**src/rtl/fft_frame_ctrl.sv**
```systemverilog
// fft_frame_ctrl: frames 2048 ADC samples into four 512-deep FFT banks, launches the FFT and streams results back out.
// Optional build macro FFT_FRAME_OVF_CNT_EN enables the saturating dropped-sample counter on oOVF_CNT.
// oOUT_DATA is the incoming RAM data steered by a registered bank select, so oOUT_VALID lands exactly RD_LAT cycles after oRE.
module fft_frame_ctrl #(
    parameter int RD_LAT = 2
) (
    input  logic        iCLK,
    input  logic        iRESET,
    input  logic [15:0] iDATA,
    input  logic        iVALID,
    output logic        oREADY,
    output logic [15:0] oDATA,
    output logic [8:0]  oADDR_WR,
    output logic [3:0]  oWE,
    output logic        oSTART,
    input  logic        iFFT_RDY,
    output logic [8:0]  oADDR_RD,
    output logic [3:0]  oRE,
    input  logic [15:0] iRD_DATA_0,
    input  logic [15:0] iRD_DATA_1,
    input  logic [15:0] iRD_DATA_2,
    input  logic [15:0] iRD_DATA_3,
    output logic [15:0] oOUT_DATA,
    output logic        oOUT_VALID,
    output logic        oOUT_LAST,
    output logic        oBUSY,
    output logic [15:0] oOVF_CNT
);
    typedef enum logic [2:0] {LOAD, START, WAIT_FFT, UNLOAD, DRAIN} state_t;
    state_t state_q, state_d;
    logic [10:0] cnt_q, cnt_d;
    logic accept, rd_issue, rdy_prev_q;
    logic ready_q, busy_q, start_q, rd_last_q;
    logic [15:0] data_q;
    logic [8:0] addr_wr_q, addr_rd_q;
    logic [3:0] we_q, re_q;
    logic [1:0] rd_bank_q;
    logic [RD_LAT-1:0] v_q, l_q;
    logic [1:0] b_q [RD_LAT];
    logic [1:0] out_bank;

    assign accept = iVALID & ready_q;
    assign rd_issue = state_q == UNLOAD;

    // state and frame counter registers
    always_ff @(posedge iCLK or posedge iRESET) begin
        if (iRESET) begin
            state_q <= LOAD;
            cnt_q <= '0;
        end else begin
            state_q <= state_d;
            cnt_q <= cnt_d;
        end
    end

    // next-state logic; cnt wraps to 0 naturally after 2047
    always_comb begin
        state_d = state_q;
        cnt_d = cnt_q;
        case (state_q)
            LOAD: begin
                cnt_d = accept ? cnt_q + 11'd1 : cnt_q;
                state_d = (accept && &cnt_q) ? START : LOAD;
            end
            START: state_d = WAIT_FFT;
            WAIT_FFT: state_d = (iFFT_RDY && !rdy_prev_q) ? UNLOAD : WAIT_FFT;
            UNLOAD: begin
                cnt_d = cnt_q + 11'd1;
                state_d = &cnt_q ? DRAIN : UNLOAD;
            end
            DRAIN: state_d = l_q[RD_LAT-1] ? LOAD : DRAIN;
            default: state_d = LOAD;
        endcase
    end

    // registered write port, read port, handshake and status outputs
    always_ff @(posedge iCLK or posedge iRESET) begin
        if (iRESET) begin
            ready_q <= 1'b0;
            busy_q <= 1'b0;
            start_q <= 1'b0;
            rdy_prev_q <= 1'b0;
            data_q <= '0;
            addr_wr_q <= '0;
            we_q <= '0;
            addr_rd_q <= '0;
            re_q <= '0;
            rd_bank_q <= '0;
            rd_last_q <= 1'b0;
        end else begin
            ready_q <= state_d == LOAD;
            busy_q <= state_d != LOAD;
            start_q <= state_q == START;
            rdy_prev_q <= iFFT_RDY;
            we_q <= accept ? 4'b0001 << cnt_q[10:9] : 4'b0000;
            re_q <= rd_issue ? 4'b0001 << cnt_q[10:9] : 4'b0000;
            rd_last_q <= rd_issue & (&cnt_q);
            if (accept) begin
                data_q <= iDATA;
                addr_wr_q <= cnt_q[8:0];
            end
            if (rd_issue) begin
                addr_rd_q <= cnt_q[8:0];
                rd_bank_q <= cnt_q[10:9];
            end
        end
    end

    // bank/valid/last delay line matching the RAM read latency
    always_ff @(posedge iCLK or posedge iRESET) begin
        if (iRESET) begin
            v_q <= '0;
            l_q <= '0;
            for (int i = 0; i < RD_LAT; i++) b_q[i] <= '0;
        end else begin
            v_q[0] <= |re_q;
            l_q[0] <= rd_last_q;
            b_q[0] <= rd_bank_q;
            for (int i = 1; i < RD_LAT; i++) begin
                v_q[i] <= v_q[i-1];
                l_q[i] <= l_q[i-1];
                b_q[i] <= b_q[i-1];
            end
        end
    end

`ifdef FFT_FRAME_OVF_CNT_EN
    logic [15:0] ovf_q;
    // count samples offered while not ready, saturating
    always_ff @(posedge iCLK or posedge iRESET) begin
        if (iRESET) ovf_q <= '0;
        else if (iVALID && !ready_q && ovf_q != 16'hFFFF) ovf_q <= ovf_q + 16'd1;
    end
    assign oOVF_CNT = ovf_q;
`else
    assign oOVF_CNT = '0;
`endif

    assign out_bank = b_q[RD_LAT-1];
    assign oOUT_VALID = v_q[RD_LAT-1];
    assign oOUT_LAST = l_q[RD_LAT-1];
    assign oOUT_DATA = !oOUT_VALID ? 16'd0 :
                       out_bank == 2'd0 ? iRD_DATA_0 :
                       out_bank == 2'd1 ? iRD_DATA_1 :
                       out_bank == 2'd2 ? iRD_DATA_2 : iRD_DATA_3;
    assign oREADY = ready_q;
    assign oBUSY = busy_q;
    assign oSTART = start_q;
    assign oDATA = data_q;
    assign oADDR_WR = addr_wr_q;
    assign oWE = we_q;
    assign oADDR_RD = addr_rd_q;
    assign oRE = re_q;
endmodule

```
**config.mk**
```make
export PLATFORM = sky130hd
export DESIGN_NAME = fft_frame_ctrl
export DESIGN_NICKNAME = d
export VERILOG_FILES = /design/src/rtl/fft_frame_ctrl.sv
export SDC_FILE = /design/constraint.sdc
export NUM_CORES = 1
export LEC_CHECK = 0
export ABC_AREA = 1
export CAP_MARGIN = 20
export CORE_MARGIN = 2
export CORE_UTILIZATION = 40
export DETAILED_ROUTE_END_ITERATION = 16
export PLACE_DENSITY_LB_ADDON = 0.25
export REMOVE_ABC_BUFFERS = 1
export SLEW_MARGIN = 10
export SYNTH_ARGS = -nofsm -noshare
export SYNTH_HDL_FRONTEND = slang
export SYNTH_SLANG_ARGS = --single-unit
export TNS_END_PERCENT = 10
```
**constraint.sdc**
```tcl
create_clock -name iCLK -period 3.1 [get_ports iCLK]
set_clock_uncertainty 0.15 [all_clocks]
set_input_delay 0.465 -clock iCLK [delete_from_list [all_inputs] [get_ports iCLK]]
set_output_delay 0.465 -clock iCLK [all_outputs]
set_load 0.1 [all_outputs]
```
==> impl_metrics.toml <==
[finish]
layout-drive-gt1-share_pct = 17.6
nFillCells = 769
regArea_um2 = 1780
multi_input_area_um2 = 1440
final_nets = 644
final_cell_mix = "146 x nand2_1, 83 x clkdlybuf4s50_1, 71 x dfrtp_1"
antenna_cells = 0
final_util_pct = 59.9
area_growth_pct = 46.7
layout.cells.non_filler = 669
layout_commonest_cell = "nand2_1"

[sta]
slew_violations = 0
hold_ws_ps = 199
period_share_pct = 87.8
setup_tns_ps = 0
slew_headroom_pct = 62.8
hold_violations = 0
finalCriticalPeriod_ps = 2720
max_slew.worst_pin.slew_ps = 556
grt_setup_unrepaired = "false"
setup_viol = 0
max_clock_freq_mhz = 367
setup_ws_ps = 379

[clock_tree]
clk_latency_ps = 330
cts_tree = "built"
postCtsSetupBuffers = 0
clock_sinks = 71
cts_max_path_buffers = 2
cts_made_buffers = 9
post_cts_resized = 0
cts_hold_buffers = 0
ctsRootBufferMaster = "clkbuf_8"
clkTransAtPathRegs_ps = 60
clock_tree.htree_level_count = 3

[power]
leakage_uw = 0.00248
ir_worst_vdd_mv = 0.706
p_per_area_nw_per_um2 = 1110

[global_route]
grt_pass1_vias = 3160
antenna_found_initial = 0
grt_max_degree = 57
met2_usage_pct = 33.1
grtUsageMet1_pct = 24.8
grt_use_total_pct = 19.8
grt-busiest-layer = "met2"
overflow = 0
use_met3_pct = 4.46
grt_pass1_wl_um = 15300

[setup_path]
worst_ep_required_time_ps = 2480
cp_max_fo = 20
crit_path_end_kind = "output port"
start_kind = "register"
arrival_ps = 2110
critPathKind = "register to output port"

[route]
avgViaCountPerCell = 4.79
firstDrtPassIters = 4
vias = 3203
drtAntennaViolNets = 0
drt_iter0_markers = 158
routed_wl_um = 9160
wl_per_cell_um = 13.7
route.detailed.drc = 0

[synth]
synth_seq_cells = 71
yosys.area.top_type_share_pct = 50.6
synth_top_cell_by_area = "dfrtp_1"
yosysSeqAreaShare_pct = 50.6
netlist-cell-type-count = 31
ys.warnings.count = 0
avgSynthCellArea_um2 = 8.34
syn_inst = 421
synthesis.area_um2 = 3510
synth_area_leaders = "dfrtp_1 51%, nand2_1 16%, o21ai_0 5.8%"

[run]
maxCapViolCount = 0

[floorplan]
die-area_um2 = 9540
die_h_um = 97.7
num_rows = 34
start_util_pct = 40.8
die_width_um = 97.7
ios = 163
coreArea_um2 = 8590

[placement]
portBuffers = 146
place_inst = 656
hpwl_um = 6820
gp_routability_congestion = 0.928
dpl_worst_slack_ps = 729

[worst_hold_path]
hp-class = "register to register"

[status]
status = "finished, final reports clean"
==> state kept, by name (all words and copies together) (netlist names) <==
name,cells
oADDR_RD,9
oRE,4
oREADY,1
rd_bank_q,2
v_q,2
rdy_prev_q,1
b_q,2
oWE,4
l_q,2
oBUSY,1
cnt_q,11
oDATA,16
out_bank,2
oSTART,1
rd_last_q,1
state_q,3
oADDR_WR,9
==> report_power, final <==
part | switching (uW) | internal, uW
clock | 298 | 296
sequential | 215 | 1250
combinational | 2830 | 810
total | 3340 | 2350
==> critical path, cell delays in order (launching register included) <==
cell	delay, ps
dfrtp_1	370
inv_1	410
buf_4	290
nand3_1	90
nand2_1	80
o21ai_0	80
a31oi_1	240
buf_12	210
==> final timing paths <==
kind | slack, ps | cells past startpoint | start | to
setup / recovery | 380 | 7 | out_bank[0]$_DFF_PP0_ | oOUT_DATA[15]
hold / removal | 200 | 0 | b_q[2]$_DFF_PP0_ | out_bank[0]$_DFF_PP0_
setup reg to reg | 1140 | 6 | state_q[2]$_DFF_PP0_ | cnt_q[5]$_DFFE_PP0P_
hold reg to reg | 200 | 0 | b_q[2]$_DFF_PP0_ | out_bank[0]$_DFF_PP0_
max in group asynchronous | 1920 | 3 | iRESET | cnt_q[5]$_DFFE_PP0P_
min in group asynchronous | 270 | 2 | iRESET | oDATA[9]$_DFFE_PP0N_
==> Yosys cell counts <==
| library cell | count |
|---|---|
| nor3_1 | 6 |
| nand3_4 | 1 |
| nand3b_1 | 2 |
| nand3_2 | 2 |
| ha_1 | 1 |
| conb_1 | 1 |
| a21oi_1 | 3 |
| clkbuf_1 | 5 |
| nor2_2 | 1 |
| and2_1 | 1 |
| o21ai_2 | 2 |
| inv_1 | 17 |
| nand4_1 | 1 |
| buf_2 | 10 |
| inv_2 | 2 |
| or4_1 | 1 |
| nand3_1 | 21 |
| a31oi_1 | 14 |
| xor2_1 | 7 |
| buf_6 | 6 |
| nand2_1 | 146 |
| o21ai_0 | 41 |
| nor2_4 | 2 |
| a31oi_2 | 2 |
| o21ai_1 | 12 |
| nand2_2 | 4 |
| or2_1 | 1 |
| buf_4 | 19 |
| dfrtp_1 | 71 |
| nor2_1 | 18 |
| o21bai_2 | 1 |
==> per-layer routing <==
layer,part of all wire (%),vias to the layer above
met5,0,-
met4,2.1,0
met3,5.8,16
met2,49,108
met1,43,1476
li1,-,1603
==> area by class of cell <==
class                      instances  area share (%)
sequential                        71            34.5
timing repair buffer             152            30.6
multi-input combinational        306            28.0
clock buffer                      11            2.75
tap                              108            2.63
inverter                          19            1.39
clock inverter                     2           0.194
==> per-stage QoR <==
step	power [uW]	cell area [um2]
after floorplan	4170	3290
after global placement	5080	5000
after detailed placement	5130	5000
after CTS	5740	5150
after global routing	5970	5150
final	5700	5150
==> kinds of logic (layout without fill, tap and decap cells) <==
logic type,Yosys count,after routing,synth area share (%)
AO/OA/AOI/OAI,75,75,12.0
XOR/XNOR,7,7,1.75
adder cells (fa/ha/maj),1,1,0.356
buffers and inverters,59,184,9.98
flip-flops,71,71,50.6
other,1,16,0.107
AND/OR/NAND/NOR,207,207,25.2
Note: power is estimated with default switching activity, not from simulation.
